<file path="src/rtl/cpu_sequencer_if.sv">
// Bundle between the multi-cycle sequencer and the rest of the MIPS core.
// The master side is the sequencer: it samples decode fields and memory
// waitrequest, and drives the state code, control pulses and status.
interface cpu_sequencer_if #(
    parameter int COUNT_W = 32
);
    logic               waitrequest;
    logic [5:0]         opcode;
    logic [5:0]         function_code;
    logic               jump_target_zero;
    logic [2:0]         state;
    logic               ir_load;
    logic               pc_write_enable;
    logic               div_start;
    logic               active;
    logic [COUNT_W-1:0] retired_count;

    modport master (
        input  waitrequest, opcode, function_code, jump_target_zero,
        output state, ir_load, pc_write_enable, div_start, active, retired_count
    );

    modport slave (
        output waitrequest, opcode, function_code, jump_target_zero,
        input  state, ir_load, pc_write_enable, div_start, active, retired_count
    );
endinterface

</file>
<file path="src/rtl/cpu_sequencer.sv">
// Multi-cycle state sequencer for the MIPS datapath.
// FETCH -> EXEC -> (MEM | DIVWAIT | HALT | FETCH). Memory states stall on
// waitrequest, DIVWAIT burns the fixed divider latency, and a JR/JALR to
// address 0 parks the core in HALT until reset. The control pulses are
// combinational from the current state and inputs so control sees them in
// the same cycle; they are forced low while reset is asserted.
module cpu_sequencer #(
    parameter int DIV_LATENCY = 33,
    parameter int COUNT_W     = 32
) (
    input  logic            clk,
    input  logic            reset,
    cpu_sequencer_if.master bus
);
    // Counter only needs to hold DIV_LATENCY-1; keep at least one bit.
    localparam int              DIV_W    = (DIV_LATENCY > 1) ? $clog2(DIV_LATENCY) : 1;
    localparam logic [DIV_W-1:0] DIV_LOAD = DIV_W'(DIV_LATENCY - 1);

    localparam logic [2:0] S_FETCH   = 3'd0;
    localparam logic [2:0] S_MEM     = 3'd1;
    localparam logic [2:0] S_EXEC    = 3'd2;
    localparam logic [2:0] S_HALT    = 3'd3;
    localparam logic [2:0] S_DIVWAIT = 3'd4;

    // Loads and stores: LB LH LWL LW LBU LHU LWR, SB SH SW.
    localparam int         NUM_MEM_OPS = 10;
    localparam logic [5:0] MEM_OPS [NUM_MEM_OPS] = '{
        6'd32, 6'd33, 6'd34, 6'd35, 6'd36, 6'd37, 6'd38, 6'd40, 6'd41, 6'd43
    };

    // State is kept as a raw 3-bit code so the unused codes 5-7 stay visible
    // to the recovery path instead of being hidden behind an enum.
    logic [2:0]         state_reg;
    logic [2:0]         state_next;
    logic               active_reg;
    logic [DIV_W-1:0]   div_cnt_reg;
    logic [DIV_W-1:0]   div_cnt_next;
    logic [COUNT_W-1:0] retired_reg;

    logic               ir_load_int;
    logic               pc_write_int;
    logic               div_start_int;

    logic [NUM_MEM_OPS-1:0] mem_hit;
    logic                   is_mem;
    logic                   is_special;
    logic                   is_div;
    logic                   is_halt;

    for (genvar gi = 0; gi < NUM_MEM_OPS; gi++) begin : g_mem_op
        assign mem_hit[gi] = (bus.opcode == MEM_OPS[gi]);
    end

    assign is_mem     = |mem_hit;
    assign is_special = (bus.opcode == 6'd0);
    assign is_div     = is_special &&
                        ((bus.function_code == 6'd26) || (bus.function_code == 6'd27));
    assign is_halt    = is_special && bus.jump_target_zero &&
                        ((bus.function_code == 6'd8) || (bus.function_code == 6'd9));

    // State, divide counter, run flag and retire counter; reset clears all asynchronously.
    always_ff @(posedge clk or posedge reset) begin
        if (reset) begin
            state_reg   <= S_FETCH;
            active_reg  <= 1'b0;
            div_cnt_reg <= '0;
            retired_reg <= '0;
        end else begin
            state_reg   <= state_next;
            active_reg  <= (state_next != S_HALT);
            div_cnt_reg <= div_cnt_next;
            if (pc_write_int) begin
                retired_reg <= retired_reg + COUNT_W'(1);
            end
        end
    end

    // Next-state and divide-counter decode.
    always_comb begin
        state_next   = state_reg;
        div_cnt_next = div_cnt_reg;
        case (state_reg)
            S_FETCH: begin
                if (!bus.waitrequest) begin
                    state_next = S_EXEC;
                end
            end
            S_EXEC: begin
                if (is_mem) begin
                    state_next = S_MEM;
                end else if (is_div) begin
                    state_next   = S_DIVWAIT;
                    div_cnt_next = DIV_LOAD;
                end else if (is_halt) begin
                    state_next = S_HALT;
                end else begin
                    state_next = S_FETCH;
                end
            end
            S_MEM: begin
                if (!bus.waitrequest) begin
                    state_next = S_FETCH;
                end
            end
            S_DIVWAIT: begin
                if (div_cnt_reg != '0) begin
                    div_cnt_next = div_cnt_reg - DIV_W'(1);
                end else begin
                    state_next = S_FETCH;
                end
            end
            S_HALT: begin
                state_next = S_HALT;
            end
            default: begin
                state_next = S_FETCH;
            end
        endcase
    end

    // Control pulses from the current state and inputs; silent during reset and in HALT.
    always_comb begin
        ir_load_int   = 1'b0;
        pc_write_int  = 1'b0;
        div_start_int = 1'b0;
        if (!reset) begin
            case (state_reg)
                S_FETCH: begin
                    ir_load_int = !bus.waitrequest;
                end
                S_EXEC: begin
                    div_start_int = is_div;
                    pc_write_int  = !is_mem && !is_div;
                end
                S_MEM: begin
                    pc_write_int = !bus.waitrequest;
                end
                S_DIVWAIT: begin
                    pc_write_int = (div_cnt_reg == '0);
                end
                default: begin
                    ir_load_int   = 1'b0;
                    pc_write_int  = 1'b0;
                    div_start_int = 1'b0;
                end
            endcase
        end
    end

    assign bus.state           = state_reg;
    assign bus.active          = active_reg;
    assign bus.retired_count   = retired_reg;
    assign bus.ir_load         = ir_load_int;
    assign bus.pc_write_enable = pc_write_int;
    assign bus.div_start       = div_start_int;
endmodule
</file>
<file path="src/flat_wrapper.sv">
// flat-port wrapper written by rule: the top's interface ports become plain ports
module cpu_sequencer_flat 
#(
    parameter int DIV_LATENCY = 33,
    parameter int COUNT_W     = 32
)
  (clk, reset, bus_waitrequest, bus_opcode, bus_function_code, bus_jump_target_zero, bus_state, bus_ir_load, bus_pc_write_enable, bus_div_start, bus_active, bus_retired_count);
  cpu_sequencer_if #(.COUNT_W(COUNT_W)) bus_i ();
  input  logic clk;
  input  logic reset;
  input wire logic [$bits(bus_i.waitrequest)-1:0] bus_waitrequest;
  input wire logic [$bits(bus_i.opcode)-1:0] bus_opcode;
  input wire logic [$bits(bus_i.function_code)-1:0] bus_function_code;
  input wire logic [$bits(bus_i.jump_target_zero)-1:0] bus_jump_target_zero;
  output wire logic [$bits(bus_i.state)-1:0] bus_state;
  output wire logic [$bits(bus_i.ir_load)-1:0] bus_ir_load;
  output wire logic [$bits(bus_i.pc_write_enable)-1:0] bus_pc_write_enable;
  output wire logic [$bits(bus_i.div_start)-1:0] bus_div_start;
  output wire logic [$bits(bus_i.active)-1:0] bus_active;
  output wire logic [$bits(bus_i.retired_count)-1:0] bus_retired_count;
  assign bus_i.waitrequest = bus_waitrequest;
  assign bus_i.opcode = bus_opcode;
  assign bus_i.function_code = bus_function_code;
  assign bus_i.jump_target_zero = bus_jump_target_zero;
  assign bus_state = bus_i.state;
  assign bus_ir_load = bus_i.ir_load;
  assign bus_pc_write_enable = bus_i.pc_write_enable;
  assign bus_div_start = bus_i.div_start;
  assign bus_active = bus_i.active;
  assign bus_retired_count = bus_i.retired_count;
  cpu_sequencer #(.DIV_LATENCY(DIV_LATENCY), .COUNT_W(COUNT_W)) u_core (.clk(clk), .reset(reset), .bus(bus_i));
endmodule
</file>
<file path="config.mk">
export PLATFORM = sky130hd
export DESIGN_NAME = cpu_sequencer_flat
export DESIGN_NICKNAME = d
export VERILOG_FILES = /design/src/rtl/cpu_sequencer_if.sv /design/src/rtl/cpu_sequencer.sv /design/src/flat_wrapper.sv
export SDC_FILE = /design/constraint.sdc
export NUM_CORES = 1
export LEC_CHECK = 0
export CAP_MARGIN = 5
export CELL_PAD_IN_SITES_DETAIL_PLACEMENT = 1
export CELL_PAD_IN_SITES_GLOBAL_PLACEMENT = 2
export CORE_MARGIN = 10
export CORE_UTILIZATION = 33
export CTS_CLUSTER_DIAMETER = 150
export DETAILED_ROUTE_END_ITERATION = 10
export PLACE_DENSITY_LB_ADDON = 0.12
export SYNTH_ARGS = -nofsm -noshare
export SYNTH_HDL_FRONTEND = slang
export SYNTH_SLANG_ARGS = --single-unit
</file>
<file path="constraint.sdc">
create_clock -name clk -period 3.1 [get_ports clk]
set_input_delay 0.31 -clock clk [delete_from_list [all_inputs] [get_ports clk]]
set_output_delay 0.31 -clock clk [all_outputs]
set_load 0.05 [all_outputs]
</file>
==> After elaboration in Yosys (flattened, before gate mapping) <==
Index checks and enable logic that the tools add are counted.
{ "word_totals": {"reg_bits": 42, "input_bits": 16, "out_inout_bits": 39} }
{ "classes": {"addsub": 2, "eq_ne": 22, "muxes": 17, "reduce_logical": 16} }
{ "ops": {"columns": ["operator", "count"], "rows": [
  ["$eq 6x6->1 const B", 10],
  ["$add 32x1->32 const B", 1],
  ["$mux 6", 3],
  ["$mux 3", 5],
  ["$pmux 3 s5", 1],
  ["$eq 6x4->1 const B", 2],
  ["$eq 6x5->1 const B", 2],
  ["$logic_not 6->1", 2],
  ["$pmux 6 s2", 1],
  ["$reduce_or 10->1", 1],
  ["$eq 3x2->1 const B", 2],
  ["$reduce_bool 6->1", 1],
  ["$sub 6x1->6 const B", 1],
  ["$mux 1", 5],
  ["$logic_and 1x1->1", 4],
  ["$ne 2x1->1 const B", 2],
  ["$reduce_and 4->1", 1],
  ["$eq 3x1->1 const B", 1],
  ["$eq 3x3->1 const B", 1],
  ["$logic_not 1->1", 3],
  ["$logic_not 3->1", 1],
  ["$ne 3x2->1 const B", 1],
  ["$pmux 1 s3", 1],
  ["$logic_or 1x1->1", 2],
  ["other kinds (3)", 3]
]} }

==> Logic depth before layout (Yosys ltp) <==
{ "depth": {"depth_word": 8, "mapped_depth": 8, "ltp_nobuf": 7} }

==> Worst setup path after synthesis <==
Ideal clock, no wire load.
{ "synth_timing": {"path_type": "flip-flop to output port", "start": "register u_core.state_reg[1] (netlist: u_core.bus.state[1])", "end": "output port bus_div_start", "arrival_ns": 2.878, "t_required_ns": 2.790, "path_slack_ns": -0.088, "path_stages_with_launch": 5, "cell_sequence": "dfrtp_1 > buf_4 > or3b_1 > buf_6 > nor4_1"} }
{ "synth_between": {"elab_chain_len": 3} }
{ "synth_rtl": {"columns": ["item", "line_no", "text"], "rows": [
  ["start: declaration", "cpu_sequencer.sv:33", "logic [2:0] state_reg;"],
  ["start signal: assignment", "cpu_sequencer.sv:69", "state_reg <= state_next;"],
  ["$eq 3x2->1", "cpu_sequencer.sv:127", "case (state_reg)"],
  ["$mux 1", "cpu_sequencer.sv:127", null],
  ["$mux 1", "cpu_sequencer.sv:126", "if (!reset) begin"],
  ["end: declaration", "flat_wrapper.sv:18", "output wire logic [$bits(bus_i.div_start)-1:0] bus_div_start;"]
]} }
Every way passes these cells.

==> Worst setup path after layout <==
{ "layout_timing": {"start": "register u_core.state_reg[1] (netlist: u_core.bus.state[1])", "end": "output port bus_pc_write_enable"} }
{ "layout_between": {"elab_chain_len": 3} }
{ "layout_rtl": {"columns": ["item", "line_no", "text"], "rows": [
  ["$eq 3x3->1 (tied with other cells)", "cpu_sequencer.sv:127", null],
  ["$pmux 1 s3 *", "cpu_sequencer.sv:127", null],
  ["$mux 1 *", "cpu_sequencer.sv:126", null],
  ["end: declaration", "flat_wrapper.sv:17", "output wire logic [$bits(bus_i.pc_write_enable)-1:0] bus_pc_write_enable;"]
]} }
Mark *: on every way between the ends. The rest lies on a longest branch, timed or not.

==> flow_metrics.tcl <==
set metrics [dict create \
    run_status "completed" \
    synth_fp_nets 229 \
    synth_area_um2 2250 \
    yosys.area_share.simple_pct 28.0 \
    postLayoutCoreUtil_pct 44.2 \
    path_clk_slew_ns 0.08 \
    leakagePower_nw 1.32 \
    grt_pass1_vias 1904 \
    gp_congestion 0.705 \
    area_growth_pct 31.9 \
    nNetsFinal 287 \
    crit_path_start_kind "flip-flop" \
    die_w_um 103 \
    cp_cell_sequence "or3b_1, o32ai_2, nand2_1, inv_1, buf_4" \
    period_minus_slack_ns 2.90 \
    yosys-mux-area-fraction_pct 1.44 \
    syn_inst 211 \
    die_y_um 103 \
    numPortBuffers 53 \
    crit_buf_inv 2 \
    switching_share_pct 39.0 \
    drt.antenna.violating_nets 0 \
    synthFlopType "dfrtp_1" \
    tightest_slew_ns 0.695 \
    antenna_found_initial 0 \
    grt_pass1_wl_mm 9.60 \
    synth_seq_cells 42 \
    dpl.hpwl_mm 4.22 \
    clock_path_buffers 2 \
    fin_tns_setup_ns 0 \
    setup_viol 0 \
    synth_top_family_by_area "simple AND/OR/NAND/NOR gates" \
    ioPinCount 55 \
    numCtsBuffers 5 \
    root_buffer "clkbuf_8" \
    vias 1766 \
    power_switching_w 0.000647 \
    largest_reg_flops 32 \
    synth_xor_area_share_pct 14.0 \
    synth_compound_area_share_pct 5.39 \
    design.core.area_um2 6720 \
    crit_path_end_kind "output pin" \
    critPathMaxStageDelay_ns 0.68 \
    grt_setup_unrepaired "no" \
    drt-wirelength-per-cell_um 16.2 \
    vias_per_cell 5.05 \
    ys_seq_area_share_pct 46.6 \
    numClockSinks 42 \
    ys_types 41 \
    layout_common_cells "clkdlybuf4s50_1, dfrtp_1, xor2_1" \
    final_common_cell "clkdlybuf4s50_1" \
    num_rows 30 \
    syn_area_per_cell_um2 10.7 \
    fin_worst_skew_ns 0.00264 \
    fp.dieArea_um2 10500 \
    required_ns 2.79 \
    cp.arrival_ns 2.59 \
    hp-class "reg -> reg" \
    grt_overflow_total 0 \
    synthAdderAreaFrac_pct 1.11 \
    seqPwrFrac_pct 39.4 \
    drc 0 \
    htree_levels 2 \
    gr-usage-all-layers_pct 11.3 \
    finalCritPeriodShare_pct 93.4 \
    num_antenna_cells 0 \
    hold_viol_final 0 \
    insertion_delay_ns 0.29 \
    cts_resized 0 \
    cp_top_family "simple AND/OR/NAND/NOR gates" \
    power.density_nw_per_um2 558 \
    ir_drop_v 0.000475 \
    worst_slack_ns 0.204 \
    critPathSlowestCell "o32ai_2" \
    place_ws_ns 0.413 \
    cap_viol_max_count 0 \
    critical_path_class "reg -> out" \
    hold_buffers 0 \
    clkPwrFrac_pct 26.1 \
    dr.pass1.iters 4 \
    wl_mm 5.66 \
    combPwrFrac_pct 34.5 \
    synthArstFlopShare_pct 100 \
    cts_tree "built" \
    grt_max_degree 43 \
    crit_path_max_fanout 11 \
    drv_slew 0 \
    max-slew-margin-rel_pct 53.7 \
    synth_warnings 0 \
    drtIter0Drc 56 \
    synth_edf_count 0 \
    drive_above_1_share_pct 10.7 \
    start_util_pct 33.5 \
    timing.fmax_mhz 345 \
    cts_setup_buffers 0 \
    internal_power_w 0.00101 \
]
-- path summary, 6_finish.rpt --
path,start,to,slack (ns),cells after the start
worst min-delay path,u_core.bus.retired_count[31],u_core.bus.retired_count[31],0.47,1
worst min register to register,u_core.bus.retired_count[31],u_core.bus.retired_count[31],0.47,1
min in group asynchronous,reset,u_core.bus.active,0.67,3
worst max register to register,u_core.bus.state[1],u_core.bus.retired_count[1],0.68,4
max in group asynchronous,reset,u_core.bus.retired_count[25],2.07,3
worst max-delay path,u_core.bus.state[1],bus_pc_write_enable,0.20,5
-- cells by family (layout without fill, tap and decap cells) --
| family | Yosys count | after routing |
|---|---|---|
| AOI/OAI and AO/OA | 14 | 14 |
| xor gates and xnor gates | 36 | 36 |
| adders and majority gates | 2 | 2 |
| buffers and inverters | 13 | 72 |
| DFF | 42 | 42 |
| muxes | 3 | 3 |
| and+or+nand+nor | 101 | 101 |
-- stage by stage --
stage | total power, W | hold slack, ns | std cells | cell area (µm²)
final | 0.00166 | 0.466 | 350 | 2970
after global routing | 0.00176 | 0.501 | 350 | 2970
after CTS | 0.00169 | 0.473 | 350 | 2970
after detailed placement | 0.00125 | 0.457 | 342 | 2860
after global placement | 0.00124 | 0.454 | 342 | 2860
after floorplan | 0.00111 | 0.452 | 211 | 2260
-- synth_stat cells, types with 4 or more instances --
cell type,number,area [µm²]
dfrtp_1,42,1050
xor2_1,22,193
nor3_1,17,85.1
nand4_1,14,87.6
xnor2_1,14,123
nand2_1,13,48.8
nor2_1,13,48.8
nand3_1,10,50.1
inv_1,7,26.3
and3_1,4,25.0
nor4_1,4,25.0
nor4b_1,4,35.0
-- routing by layer --
| layer | part of all wire [%] | track usage, % |
|---|---|---|
| met1 | 46 | 14.7 |
| met2 | 46 | 17.2 |
| met3 | 7.3 | 4.09 |
| met4 | 1.1 | 3.58 |
| met5 | 0 | 0 |
-- final cells by class --
class                   count  area [µm²]
multi-input cells         156        1130
fillers                   748        3750
well taps                  80         100
inverters                   7        26.3
repair buffers             57         556
flip-flops and latches     42        1050
clock buffers               5        68.8
clock inverters             3        40.0
-- power by group through the flow --
stage	Sequential (W)	Clock, W	Combinational, W
3_5_place_dp	0.000666	0	0.000580
6_report	0.000654	0.000433	0.000572
4_1_cts	0.000654	0.000452	0.000582
2_1_floorplan	0.000762	0	0.000345
5_1_grt	0.000665	0.000475	0.000618
3_3_place_gp	0.000663	0	0.000579
-- worst register-to-register path, stage by stage, from the launching register on --
cell and delay (ns):
dfrtp_1 0.55, or3b_1 0.53, o32ai_2 0.69, nand2_1 0.24, mux2_2 0.31
Note: power is estimated with default switching activity, not from simulation.
